`src/rtl/onehot_scan_pkg.sv`:
```
// Shared types and constants for the one-hot bitmap scanner.
package onehot_scan_pkg;

  localparam int DATA_W = 64;
  localparam int CNT_W  = 7;

  typedef enum logic {IDLE, SCAN} scan_state_t;

  typedef logic [DATA_W-1:0] bitmap_t;

  // Number of set bits in a bitmap; 64 fits in CNT_W bits.
  function automatic logic [CNT_W-1:0] popcount(input bitmap_t data);
    logic [CNT_W-1:0] cnt;
    cnt = '0;
    for (int i = 0; i < DATA_W; i++) begin
      cnt = cnt + CNT_W'(data[i]);
    end
    return cnt;
  endfunction

endpackage

```
`src/rtl/onehot_scan_64b_bit_isolate.sv`:
```
// Purely combinational isolation of one set bit of a 64-bit mask.
// LSB_FIRST = 1 keeps the lowest set bit, 0 keeps the highest.
// An all-zero mask yields an all-zero result.
module bit_isolate_64b
  import onehot_scan_pkg::*;
#(
  parameter bit LSB_FIRST = 1'b1
) (
  input  bitmap_t mask,
  output bitmap_t onehot
);

  if (LSB_FIRST) begin : g_lsb
    // Two's-complement trick: only the lowest set bit survives the AND.
    assign onehot = mask & (~mask + DATA_W'(1));
  end else begin : g_msb
    bitmap_t rev_mask;
    bitmap_t rev_iso;

    // Reverse the mask so the same lowest-bit trick finds the highest bit.
    for (genvar i = 0; i < DATA_W; i++) begin : g_rev
      assign rev_mask[i]          = mask[DATA_W-1-i];
      assign onehot[DATA_W-1-i]   = rev_iso[i];
    end

    assign rev_iso = rev_mask & (~rev_mask + DATA_W'(1));
  end

endmodule

```
`src/rtl/onehot_scan_64b.sv`:
```
// Scans a 64-bit request bitmap and emits each set bit as a one-hot beat
// over a valid/ready stream, flagging the final beat of every word.
// An empty bitmap produces one all-zero beat flagged as last.
// Optional beat counter output out_cnt_o is enabled by ONEHOT_SCAN_COUNT_EN.
module onehot_scan_64b
  import onehot_scan_pkg::*;
#(
  parameter bit LSB_FIRST = 1'b1
) (
  input  logic              clk_i,
  input  logic              rst_i,
  input  logic [DATA_W-1:0] in_data_i,
  input  logic              in_valid_i,
  output logic              in_ready_o,
  output logic [DATA_W-1:0] out_data_o,
  output logic              out_valid_o,
  input  logic              out_ready_i,
  output logic              out_last_o
`ifdef ONEHOT_SCAN_COUNT_EN
  ,
  output logic [CNT_W-1:0]  out_cnt_o
`endif
);

  scan_state_t state_q;
  scan_state_t state_d;
  bitmap_t     mask_q;
  bitmap_t     mask_d;
  logic        zero_q;
  logic        zero_d;
  bitmap_t     iso_bit;
  logic        single_bit;
  logic        accept;
  logic        fire;

  bit_isolate_64b #(
    .LSB_FIRST (LSB_FIRST)
  ) u_isolate (
    .mask   (mask_q),
    .onehot (iso_bit)
  );

  // Output side is a pure function of registered state.
  assign single_bit  = (mask_q != '0) && ((mask_q & (mask_q - DATA_W'(1))) == '0);
  assign out_valid_o = (state_q == SCAN);
  assign out_data_o  = out_valid_o ? iso_bit : '0;
  assign out_last_o  = out_valid_o && (single_bit || zero_q);

  assign fire   = out_valid_o && out_ready_i;
  // The fire && last term is a deliberate combinational path from
  // out_ready_i: it lets the next word enter on the final beat with no bubble.
  assign in_ready_o = !rst_i && ((state_q == IDLE) || (fire && out_last_o));
  assign accept = in_valid_i && in_ready_o;

  // Next-state: a new word overrides the retiring one, otherwise a fired
  // beat clears its bit and the last beat returns to IDLE.
  always_comb begin
    // NOTE: every signal gets a default first so no path can infer a latch.
    state_d = state_q;
    mask_d  = mask_q;
    zero_d  = zero_q;
    if (accept) begin
      state_d = SCAN;
      mask_d  = in_data_i;
      zero_d  = (in_data_i == '0);
    end else if (fire) begin
      mask_d = mask_q & ~iso_bit;
      if (out_last_o) begin
        state_d = IDLE;
        zero_d  = 1'b0;
      end
    end
  end

  // State, residual mask and empty-word flag.
  always_ff @(posedge clk_i or posedge rst_i) begin
    if (rst_i) begin
      state_q <= IDLE;
      mask_q  <= '0;
      zero_q  <= 1'b0;
    end else begin
      // NOTE: sequential state uses non-blocking assignments so all
      // registers update together from pre-edge values.
      state_q <= state_d;
      mask_q  <= mask_d;
      zero_q  <= zero_d;
    end
  end

`ifdef ONEHOT_SCAN_COUNT_EN
  logic [CNT_W-1:0] cnt_q;
  logic [CNT_W-1:0] load_cnt;

  assign load_cnt  = (in_data_i == '0) ? CNT_W'(1) : popcount(in_data_i);
  assign out_cnt_o = cnt_q;

  // Beats remaining including the current one.
  always_ff @(posedge clk_i or posedge rst_i) begin
    if (rst_i) begin
      cnt_q <= '0;
    end else if (accept) begin
      cnt_q <= load_cnt;
    end else if (fire) begin
      cnt_q <= cnt_q - CNT_W'(1);
    end
  end
`endif

endmodule

```
`config.mk`:
```
export PLATFORM = sky130hd
export DESIGN_NAME = onehot_scan_64b
export DESIGN_NICKNAME = d
export VERILOG_FILES = /design/src/rtl/onehot_scan_pkg.sv /design/src/rtl/onehot_scan_64b_bit_isolate.sv /design/src/rtl/onehot_scan_64b.sv
export SDC_FILE = /design/constraint.sdc
export NUM_CORES = 1
export LEC_CHECK = 0
export CAP_MARGIN = 15
export CORE_MARGIN = 3
export CORE_UTILIZATION = 56
export DETAILED_ROUTE_END_ITERATION = 10
export PLACE_DENSITY = 0.95
export SYNTH_ARGS = -nofsm -noshare
export SYNTH_HDL_FRONTEND = slang
export SYNTH_HIERARCHICAL = 1
export SYNTH_SLANG_ARGS = --single-unit
```
`constraint.sdc`:
```
create_clock -name clk_i -period 10.4 [get_ports clk_i]
set_input_delay 2.08 -clock clk_i [delete_from_list [all_inputs] [get_ports clk_i]]
set_output_delay 2.08 -clock clk_i [all_outputs]
set_load 0.005 [all_outputs]
```
==> impl_metrics.json <==
{
  "critPathRequiredTime_ns": 8.32,
  "synth_ff_type": "dfrtp_1",
  "tns_ns": 0,
  "slew_viol_final": 0,
  "fp.dieH_um": 107.9,
  "cts_buffer_depth": 2,
  "multiInputGateArea_mm2": 0.003647,
  "clkSinkCount": 66,
  "cp-start-kind": "flip-flop",
  "netlist_instances": 637,
  "async_flop_share_pct": 100.0,
  "final_area_mm2": 0.007149,
  "grt_pass1_wl_mm": 30.73,
  "p_int_mw": 0.9033,
  "use_met1_pct": 43.16,
  "drc": 0,
  "cpMaxStageDelayCell": "nor4_1",
  "placementRows": 36,
  "rr_endpoint": "mask_q[38]$_DFFE_PP0P_",
  "holdPathStages": 2,
  "arrival_ns": 4.35,
  "seq_area_frac_synth_pct": 28.41,
  "path_clk_slew_ns": 0.08,
  "slowest_delay_ns": 0.61,
  "synth_area_per_cell_um2": 9.128,
  "grt_use_met3_pct": 5.699,
  "io_buffers": 134,
  "netlist.area_leader.share_pct": 28.41,
  "synth_nets": 705,
  "rsz0062_at_grt": "no",
  "drv_cap": 0,
  "synth.most_common_cell": "and2_1",
  "fp.dieW_um": 107.9,
  "finalWirelength_mm": 19.22,
  "path_delay_family": "simple AND/OR/NAND/NOR gates",
  "switching_power_mw": 0.7833,
  "finalCritPeriodShare_pct": 61.87,
  "vias": 6244,
  "dieArea_mm2": 0.01164,
  "reg2reg_depth": 11,
  "synthDistinctLibCells": 73,
  "synth_seq_cells": 66,
  "tightestPinTransition_ns": 0.9006,
  "drtAntennaViolNets": 0,
  "track_usage_pct": 32.83,
  "ir_drop_v": 0.0001434,
  "gp_congestion": 0.9433,
  "status": "complete, no violations",
  "h-tree-depth": 3,
  "drive_gt1_share_pct": 10.65,
  "layout.nets": 814,
  "fin_util_pct": 71.82,
  "crit_buf_inv": 1,
  "relSlewSlack_pct": 39.96,
  "antenna_found_initial": 0,
  "timing.final.crit_period_ns": 6.434,
  "syn2layout_area_growth_pct": 22.96,
  "cts_tree": "done",
  "pre_cts_slack_ns": 4.441,
  "initial_utilization_pct": 58.41,
  "crit_type": "flip-flop to output pin",
  "cp_max_fo": 20,
  "post-cts-setup-buffer-count": 0,
  "hold-worst-slack_ns": 0.5916,
  "layout_setup_ws_ns": 3.966,
  "synth-edff-count": 0,
  "grt_max_degree": 68,
  "antenna_cells": 0,
  "netlist_top_cells_area": "dfrtp_1 28%, a32o_1 11%, and2_1 7.9%, a21oi_1 5.7%, nor4_1 3.4%",
  "clock_skew_ns": 0.01165,
  "grtUsageMet2_pct": 54.48,
  "place_area_mm2": 0.006897,
  "cts_resized": 0,
  "fp.coreArea_mm2": 0.009955,
  "crit_chain": "nor4_1, and3_1, nand3_2, o41ai_1, nand4_1, nor4_2, a31oi_1, o21a_1, nor2_1, clkdlybuf4s50_1",
  "synth_common_cells": "73 x and2_1, 66 x a21oi_1, 66 x dfrtp_1",
  "ios": 135,
  "avgRoutedWirePerCell_um": 21.74,
  "hold_end": "zero_q$_DFFE_PP0P_",
  "power_frac_comb_pct": 44.9,
  "clock_latency_ns": 0.36,
  "grt.busiest_layer": "met2",
  "finalHoldViolations": 0,
  "clkPwrFrac_pct": 14.5,
  "finalSetupViolCount": 0,
  "viasPerCell": 7.063,
  "min-delay-start": "zero_q$_DFFE_PP0P_",
  "p_seq_share_pct": 40.7,
  "rrSetupSlack_ns": 5.66,
  "grt_pass1_vias": 5988,
  "drtPass1Iterations": 6,
  "hp-class": "flip-flop to flip-flop",
  "max_freq_mhz": 155.4,
  "ys.warnings.count": 6,
  "numCtsBuffers": 9,
  "seq_area_mm2": 0.001652,
  "drt_iter0_drc": 649,
  "yosysTopAreaCell": "dfrtp_1",
  "power.density_mw_per_mm2": 235.9,
  "fill_cells": 752,
  "end_kind": "output pin",
  "overflow": 0,
  "hpwl_mm": 13.60,
  "netlist_area_mm2": 0.005814,
  "swShare_pct": 46.44,
  "root_buffer": "clkbuf_8",
  "cts_hold_buffers": 0,
  "p_leak_nw": 2.476,
  "crit-reg2reg-launch": "mask_q[0]$_DFFE_PP0P_"
}
-- cell usage in the layout (no fill, tap or decap), types with 6 or more instances in the layout --
master	instances
clkdlybuf4s50_1	134
and2_1	72
a21oi_1	66
dfrtp_1	66
a32o_1	64
nor4_1	32
nor2_1	32
nor3_1	27
nand2_1	20
and3_1	18
nand4_1	12
inv_1	11
nor4_2	11
nor3_2	11
clkbuf_8	10
or4_1	9
or3_1	8
o31ai_1	8
or2_2	7
nand3_1	7
and3b_1	6
a2111oi_0	6
or4_4	6
o21ai_0	6
-- area by class of cell --
| class | count | area share [%] |
|---|---|---|
| timing repair buffer | 141 | 19.95 |
| tap | 133 | 2.328 |
| sequential | 66 | 23.10 |
| multi-input combinational | 516 | 51.02 |
| inverter | 12 | 0.6300 |
| clock buffer | 14 | 2.135 |
| clock inverter | 2 | 0.8400 |
-- metrics by stage --
stage,std cells,power [mW]
floorplan,637,1.160
global placement,865,1.377
detailed placement,866,1.410
CTS,882,1.659
global route,884,1.791
finish,884,1.687
-- sequential cells by signal (all words and copies together) (netlist names) --
signal	cells
out_valid_o	1
mask_q	64
zero_q	1
-- power by group through the flow --
stage / Combinational, mW / Sequential (mW) / Clock, mW
global placement: 0.714 / 0.664 / 0
global route: 0.818 / 0.717 / 0.257
CTS: 0.741 / 0.673 / 0.245
finish: 0.757 / 0.686 / 0.244
floorplan: 0.585 / 0.574 / 0
detailed placement: 0.734 / 0.675 / 0
-- worst max-delay path by stage --
stage                      startpoint  slack, ns                     to  cells past startpoint
2_1_floorplan                   rst_i       4.96  mask_q[0]$_DFFE_PP0P_                      7
3_3_place_gp   mask_q[26]$_DFFE_PP0P_       4.51             in_ready_o                     10
3_5_place_dp    mask_q[0]$_DFFE_PP0P_       4.44             in_ready_o                     10
4_1_cts         mask_q[0]$_DFFE_PP0P_       4.02             in_ready_o                     10
5_1_grt         mask_q[9]$_DFFE_PP0P_       3.68             in_ready_o                     10
6_report        mask_q[0]$_DFFE_PP0P_       3.97             in_ready_o                     10
-- worst reg2reg max path: cells and delay by family, from the launching register on --
kind	cells	cell delay (ns)
simple gates	6	2.16
compound gates	3	1.37
buf+inv	2	0.65
flops	1	0.49
-- cells by family after synthesis --
family	Yosys count	share of synthesized area [%]
AND/OR/NAND/NOR	327	37.66
AO/OA/AOI/OAI	186	24.23
flip-flops	66	28.41
buffers and inverters	55	9.189
adder cells (fa/ha/maj)	2	0.3443
multiplexers	1	0.1722
-- layer usage --
layer / part of all wire, % / up-vias / wire [um]
met5: 0 / - / 0
met4: 3.2 / 0 / 614
met3: 10 / 56 / 1950
met2: 48 / 411 / 9223
met1: 39 / 3003 / 7427
li1: - / 2774 / -
No activity file was read; power rests on OpenSTA's default activity.
